===== src/rtl/scan_test_controller.sv =====
// Scan tester: load pattern into DUT chain, pulse one capture, unload response, masked compare.
// Latency: done rises 2*CHAIN_LEN+2 cycles after the start-sampling edge; one test at a time.
// Backpressure: start is only looked at in IDLE; a start while busy is dropped, never queued.
module scan_test_controller #(
    parameter int CHAIN_LEN = 4,
    parameter int ERR_W     = 8
) (
    input  logic                 clk,
    input  logic                 rst,
    input  logic                 start,
    input  logic [CHAIN_LEN-1:0] pattern,
    input  logic [CHAIN_LEN-1:0] expected,
    input  logic [CHAIN_LEN-1:0] mask,
    input  logic                 dut_scan_out,
    output logic                 scan_en,
    output logic                 scan_in,
    output logic                 busy,
    output logic                 done,
    output logic                 pass,
    output logic [CHAIN_LEN-1:0] captured,
    output logic [ERR_W-1:0]     err_count
);

    localparam int CNT_W = (CHAIN_LEN > 2) ? $clog2(CHAIN_LEN) : 1;
    localparam logic [CNT_W-1:0] CNT_LAST = CNT_W'(CHAIN_LEN - 1);

    typedef enum logic [2:0] {
        S_IDLE,
        S_LOAD,
        S_CAPTURE,
        S_UNLOAD,
        S_COMPARE
    } state_t;

    state_t               state_q, state_d;
    logic [CNT_W-1:0]     cnt_q, cnt_d;
    // sh holds the remaining stimulus bits while loading, and the response while unloading
    logic [CHAIN_LEN-1:0] sh_q, sh_d;
    logic [CHAIN_LEN-1:0] exp_q, exp_d;
    logic [CHAIN_LEN-1:0] mask_q, mask_d;
    logic                 scan_en_q, scan_en_d;
    logic                 scan_in_q, scan_in_d;
    logic                 busy_q, busy_d;
    logic                 done_q, done_d;
    logic                 pass_q, pass_d;
    logic [CHAIN_LEN-1:0] captured_q, captured_d;
    logic [ERR_W-1:0]     err_q, err_d;
    logic                 cmp_ok;

    assign cmp_ok = (((sh_q ^ exp_q) & mask_q) == '0);

    // Next-state and next-output logic; outputs are computed one cycle ahead so they leave flops
    always_comb begin
        state_d    = state_q;
        cnt_d      = cnt_q;
        sh_d       = sh_q;
        exp_d      = exp_q;
        mask_d     = mask_q;
        scan_en_d  = scan_en_q;
        scan_in_d  = scan_in_q;
        busy_d     = busy_q;
        done_d     = 1'b0;
        pass_d     = pass_q;
        captured_d = captured_q;
        err_d      = err_q;
        case (state_q)
            S_IDLE: begin
                if (start) begin
                    // MSB goes out first; the rest waits in sh, pre-shifted
                    sh_d      = {pattern[CHAIN_LEN-2:0], 1'b0};
                    exp_d     = expected;
                    mask_d    = mask;
                    busy_d    = 1'b1;
                    scan_en_d = 1'b1;
                    scan_in_d = pattern[CHAIN_LEN-1];
                    cnt_d     = '0;
                    state_d   = S_LOAD;
                end
            end
            S_LOAD: begin
                if (cnt_q == CNT_LAST) begin
                    cnt_d     = '0;
                    scan_en_d = 1'b0;
                    scan_in_d = 1'b0;
                    state_d   = S_CAPTURE;
                end else begin
                    cnt_d     = cnt_q + CNT_W'(1);
                    scan_in_d = sh_q[CHAIN_LEN-1];
                    sh_d      = {sh_q[CHAIN_LEN-2:0], 1'b0};
                end
            end
            S_CAPTURE: begin
                scan_en_d = 1'b1;
                scan_in_d = 1'b0;
                cnt_d     = '0;
                state_d   = S_UNLOAD;
            end
            S_UNLOAD: begin
                sh_d = {sh_q[CHAIN_LEN-2:0], dut_scan_out};
                if (cnt_q == CNT_LAST) begin
                    cnt_d     = '0;
                    scan_en_d = 1'b0;
                    state_d   = S_COMPARE;
                end else begin
                    cnt_d = cnt_q + CNT_W'(1);
                end
            end
            S_COMPARE: begin
                captured_d = sh_q;
                pass_d     = cmp_ok;
                if (!cmp_ok && (err_q != '1)) begin
                    err_d = err_q + ERR_W'(1);
                end
                done_d  = 1'b1;
                busy_d  = 1'b0;
                state_d = S_IDLE;
            end
            default: begin
                state_d   = S_IDLE;
                scan_en_d = 1'b0;
                scan_in_d = 1'b0;
                busy_d    = 1'b0;
            end
        endcase
    end

    // State and registered outputs; reset aborts any test in flight without a done
    always_ff @(posedge clk or negedge rst) begin
        if (!rst) begin
            state_q    <= S_IDLE;
            cnt_q      <= '0;
            sh_q       <= '0;
            exp_q      <= '0;
            mask_q     <= '0;
            scan_en_q  <= 1'b0;
            scan_in_q  <= 1'b0;
            busy_q     <= 1'b0;
            done_q     <= 1'b0;
            pass_q     <= 1'b0;
            captured_q <= '0;
            err_q      <= '0;
        end else begin
            state_q    <= state_d;
            cnt_q      <= cnt_d;
            sh_q       <= sh_d;
            exp_q      <= exp_d;
            mask_q     <= mask_d;
            scan_en_q  <= scan_en_d;
            scan_in_q  <= scan_in_d;
            busy_q     <= busy_d;
            done_q     <= done_d;
            pass_q     <= pass_d;
            captured_q <= captured_d;
            err_q      <= err_d;
        end
    end

    assign scan_en   = scan_en_q;
    assign scan_in   = scan_in_q;
    assign busy      = busy_q;
    assign done      = done_q;
    assign pass      = pass_q;
    assign captured  = captured_q;
    assign err_count = err_q;

endmodule


===== config.mk =====
export PLATFORM = sky130hd
export DESIGN_NAME = scan_test_controller
export DESIGN_NICKNAME = d
export VERILOG_FILES = /design/src/rtl/scan_test_controller.sv
export SDC_FILE = /design/constraint.sdc
export NUM_CORES = 1
export LEC_CHECK = 0
export ABC_AREA = 1
export CAP_MARGIN = 10
export CORE_MARGIN = 2
export CORE_UTILIZATION = 51
export CTS_CLUSTER_SIZE = 40
export DETAILED_ROUTE_END_ITERATION = 7
export GPL_ROUTABILITY_DRIVEN = 0
export PLACE_DENSITY = 0.79
export SYNTH_ARGS = -nofsm -noshare
export SYNTH_HDL_FRONTEND = slang
export SYNTH_SLANG_ARGS = --single-unit

===== constraint.sdc =====
create_clock -name clk -period 1.51 [get_ports clk]
set_clock_uncertainty 0.05 [all_clocks]
set_input_delay 0.2265 -clock clk [delete_from_list [all_inputs] [get_ports clk]]
set_output_delay 0.2265 -clock clk [all_outputs]
set_load 0.02 [all_outputs]

After elaboration in Yosys (flattened, before gate mapping)
Index checks and enable logic that the tools add are counted.
- muxes and demuxes: 18
- bitwise gates (word level): 5
- reductions and logical operators: 17
- $add $sub $neg: 2
- equal/unequal tests: 11
- operator list (operator ; count):
    $pmux 3 s4 ; 1
    $pmux 4 s3 ; 1
    $reduce_and 2->1 ; 5
    $mux 3 ; 3
    $reduce_and 3->1 ; 3
    $add 8x1->8 const B ; 1
    $mux 4 ; 2
    $ne 2x2->1 const B ; 4
    $ne 8x8->1 const B ; 1
    $eq 3x2->1 const B ; 2
    $pmux 2 s3 ; 1
    $reduce_bool 3->1 ; 2
    $mux 1 ; 5
    $and 4x4->4 ; 1
    $logic_not 4->1 ; 1
    $mux 2 ; 2
    $pmux 1 s4 ; 1
    $reduce_or 2->1 ; 2
    $xor 4x4->4 ; 1
    $eq 3x1->1 const B ; 1
    $eq 3x3->1 const B ; 1
    $logic_not 3->1 ; 1
    $not 1->1 ; 3
    $pmux 1 s3 ; 1
    7 further kinds ; 7
- register bits after elaboration: 34
- output and inout port bits: 17

Logic depth before layout (Yosys ltp)
- depth after elaboration: 6
- depth in mapped cells: 10
- mapped depth without buffers: 9

Worst setup path after synthesis
No wires, ideal clock.
- kind: reg2reg
- start point: register err_q[0] (netlist: err_count[0])
- end point: register err_q[6] (netlist: err_count[6])
- arrival time: 1.388 ns
- setup time: 0.066 ns
- path buffers: 0
- slack: 0.006 ns
- stages on the path, launching flop included: 8
- period minus slack after synthesis: 1.504 ns
- required time: 1.394 ns
- cells stage by stage: dfrtp_1 -> ha_1 -> inv_1 -> nor2_1 -> nand2_2 -> nand3_1 -> nand2_1 -> nand2_1
- word-level cells in the longest chain between the ends: 3
- elaborated cells between the ends (all ways): 4
- classes of those cells: add/sub: 1; eq/ne: 1; reduce/logical: 2
- RTL lines (element ; line ; RTL):
    from (decl) ; 47 ; logic [ERR_W-1:0] err_q, err_d;
    from (signal assigned) ; 154 ; err_q <= err_d;
    branches (longest 3 deep; another with $add 8x1->8) ; n/a ;
Parallel ways; which one is timed is not known.
A chain may end at the register's enable or synchronous reset.

Worst setup path in the final report
- start point: register err_q[0] (netlist: err_count[0])
- end point: output err_count[0]
- RTL lines (element ; line ; RTL):
    to (decl) ; 21 ; output logic [ERR_W-1:0] err_count
No word-level cell between the ends.

==> metrics.yaml <==
synthesis:
  synthCells: 199
  yosysWarnings: 0
  unique_cell_type_count_in_the_yosys_netlist: 25
  synth_top_cell_area_share_pct: 51.2
  post_synthesis_sequential_area_ratio_pct: 51.2
  yosysMostFrequentCell: "sky130_fd_sc_hd__nand2_1"
  postSynthAreaPerCell_um2: 8.34
  synthArstFlopShare_pct: 100
  synth_register_bits: 34
  synthesis.nets: 217
  synth_top_cell_by_area: "sky130_fd_sc_hd__dfrtp_1"
  post_synth_instance_area_um2: 1660
  number_of_synthesized_flops_with_an_enable_pin: 0
  yosys-top-cells-area: "sky130_fd_sc_hd__dfrtp_1, sky130_fd_sc_hd__nand2_1, sky130_fd_sc_hd__inv_1"
  synth.top_cells.by_count: "sky130_fd_sc_hd__nand2_1, sky130_fd_sc_hd__dfrtp_1, sky130_fd_sc_hd__inv_1, sky130_fd_sc_hd__o21ai_0, sky130_fd_sc_hd__nor2_1"
  synthFlopType: "sky130_fd_sc_hd__dfrtp_1"
cts:
  cts_made_buffers: 5
  ctsHtreeMaxLevel: 2
  tritoncts: "yes"
  cts.reportedPaths.clkPinSlew_ns: 0.10
  clock-root-buffer: "sky130_fd_sc_hd__clkbuf_4"
  clk-insertion-delay-late_ns: 0.34
  clock-sinks: 34
  max-clock-path-buffers: 2
critical_path:
  path_delay_family: "buffers and inverters"
  critical_path.max_fanout: 4
  crit_path_cell_trace: "buf_4, clkdlybuf4s15_1"
  crit_required_ns: 1.23
  critical_path_arrival_ns: 1.16
  cp_slowest_stage_delay_ns: 0.40
  endpoint_kind: "primary output"
  worst_path_max_delay_cell: "sky130_fd_sc_hd__dfrtp_1"
  cp_num_buf_inv: 2
  critical_path.startpoint_type: "flop"
  path_class: "reg -> out"
sta:
  fin_crit_ns: 1.44
  final-hold-violation-count: 0
  max_clock_freq_mhz: 694
  worst_slew_pin_slew_ns: 0.304
  setup-violations-final: 0
  tns_ns: 0
  max-slew-margin-rel_pct: 79.5
  fin_crit_sh_pct: 95.4
  rsz0062_at_grt: "no"
  max_slew_violation_count: 0
global_routing:
  globalRouteOverflowTotal: 0
  number_of_antenna_violations_at_the_first_check_in_global_routing: 0
  via_count_of_the_first_global_routing_pass: 1347
  grt_start_max_net_pins: 35
  global_route.usage.total_pct: 21.6
  global_route_wire_length_before_repair_um: 5850
routing:
  post_drt_via_cell_ratio: 4.95
  wl_per_instance_um: 11.7
  routed_wirelength_um: 3380
  firstDrtPassIters: 4
  detail_route.drc_violations: 0
  via_count: 1426
  drt_first_iter_violations: 49
  antenna_violating_nets_post_route: 0
placed_design:
  placedInstanceArea_um2: 2090
  place.port_buffers: 32
  detail_placement_hpwl_um: 2450
floorplan:
  coreArea_um2: 3080
  floorplan.io_pins: 33
  num_rows: 20
  die_area_um2: 3730
  die_height_um: 61.1
  die_w_um: 61.1
  floorplan.initialDensity_pct: 53.9
pwr:
  max-vdd-ir-drop_v: 0.00126
  power.leakage_nw: 1.17
  p_per_area_nw_per_um2: 1910
  total_power_mw: 4.13
outcome:
  run_status: "completed"
hold_path:
  min_path_type: "in -> async"
cells_and_area:
  final_nets: 261
  post_route_cells_drive_above_1_share_pct: 13.5
  final_cell_area_um2: 2160
  flow.area_growth_from_synthesis_pct: 30.4
  n_antenna_cell: 0
  final.fill_count: 275
flow_run:
  maxCapViolations: 0
[layout make-up]
cell class,instances,area [µm²],area share [%]
multi-input combinational,136,703,32.5
clock buffer,5,37.5,1.73
sequential,34,853,39.4
tap,44,55.1,2.54
timing repair buffer,41,382,17.6
clock inverter,3,40.0,1.85
inverter,25,93.8,4.34
[layout by cell type (no fill, tap or decap)]
cell type | Yosys | final
sky130_fd_sc_hd__clkdlybuf4s50_1 | 0 | 15
sky130_fd_sc_hd__nand2_2 | 2 | 3
sky130_fd_sc_hd__inv_2 | 1 | 1
sky130_fd_sc_hd__inv_1 | 24 | 24
sky130_fd_sc_hd__clkinv_2 | 0 | 2
sky130_fd_sc_hd__nand4_1 | 9 | 9
sky130_fd_sc_hd__nand2_4 | 1 | 1
sky130_fd_sc_hd__mux2i_1 | 1 | 1
sky130_fd_sc_hd__clkdlybuf4s15_1 | 0 | 2
sky130_fd_sc_hd__xor2_1 | 2 | 2
sky130_fd_sc_hd__mux2_2 | 3 | 3
sky130_fd_sc_hd__nand3b_1 | 1 | 1
sky130_fd_sc_hd__nand2_1 | 66 | 65
sky130_fd_sc_hd__nor2_1 | 13 | 13
sky130_fd_sc_hd__nor2_4 | 0 | 1
sky130_fd_sc_hd__dlygate4sd2_1 | 0 | 15
sky130_fd_sc_hd__o31ai_1 | 1 | 1
sky130_fd_sc_hd__bufinv_16 | 0 | 1
sky130_fd_sc_hd__dfrtp_2 | 0 | 2
sky130_fd_sc_hd__buf_12 | 0 | 1
sky130_fd_sc_hd__nand3_2 | 0 | 1
sky130_fd_sc_hd__xnor2_1 | 1 | 1
sky130_fd_sc_hd__nand3_1 | 10 | 9
sky130_fd_sc_hd__ha_1 | 2 | 2
sky130_fd_sc_hd__a21oi_1 | 3 | 3
sky130_fd_sc_hd__o22ai_1 | 1 | 1
sky130_fd_sc_hd__mux2_4 | 3 | 3
sky130_fd_sc_hd__buf_4 | 0 | 8
sky130_fd_sc_hd__or2_2 | 1 | 1
sky130_fd_sc_hd__clkbuf_4 | 0 | 5
sky130_fd_sc_hd__dfrtp_1 | 34 | 32
sky130_fd_sc_hd__o21ai_0 | 15 | 15
[stage by stage]
stage | utilization (%) | worst slack (ns) | hold WS [ns] | cells
after floorplan | - | 0.00609 | -0.119 | 199
after global placement | 67.9 | 0.117 | 0.414 | 280
after detailed placement | 67.9 | 0.0647 | 0.423 | 280
after CTS | 69.8 | 0.0265 | 0.192 | 288
after global routing | 70.3 | 0.0121 | 0.188 | 288
final | 70.3 | 0.0687 | 0.191 | 288
[state kept, by name, summed over array words and instances, names as in the netlist]
signal,cells
done,1
state_q,3
sh_q,4
err_count,8
mask_q,4
scan_in,1
pass,1
busy,1
exp_q,4
captured,4
scan_en,1
cnt_q,2
[kinds of logic (layout without fill, tap and decap cells)]
logic type	Yosys count	in the layout	share of synthesized area, %
simple gates	104	104	26.9
mux	7	7	5.35
flops	34	34	51.2
fa+ha+maj	2	2	1.51
buf+inv	29	74	7.16
xor+xnor	3	3	1.58
compound gates	20	20	6.25
[path summary, 6_finish.rpt]
kind	end	cells after the start	slack (ns)	start
max	err_count[0]	2	0.07	err_count[0]
min	exp_q[2]	2	0.19	rst
max reg2reg	err_count[5]	7	0.11	state_q[1]
min reg2reg	captured[0]	2	0.44	captured[0]
max in group asynchronous	state_q[2]	2	1.03	rst
min in group clk	exp_q[2]	3	0.42	expected[2]
[routing by layer]
| metal | share of wire (%) | GRT usage, % | vias up |
|---|---|---|---|
| met5 | 0 | 0 | - |
| met4 | 1.2 | 7.76 | 0 |
| met3 | 4.7 | 7.56 | 5 |
| met2 | 46 | 33.6 | 35 |
| met1 | 48 | 28.3 | 660 |
| li1 | - | - | 726 |
[power by group]
| group | switching [mW] | internal (mW) | total (mW) |
|---|---|---|---|
| Clock | 0.307 | 0.343 | 0.650 |
| Sequential | 0.249 | 1.28 | 1.53 |
| Combinational | 1.15 | 0.794 | 1.94 |
[what timing repair did]
item                       CTS  global route
buffers inserted             0             0
setup endpoints to repair   17            11
gates resized for setup     17             7
hold buffers                 0             0
cloned                       0             0
Power figures use the tool's default switching activity.
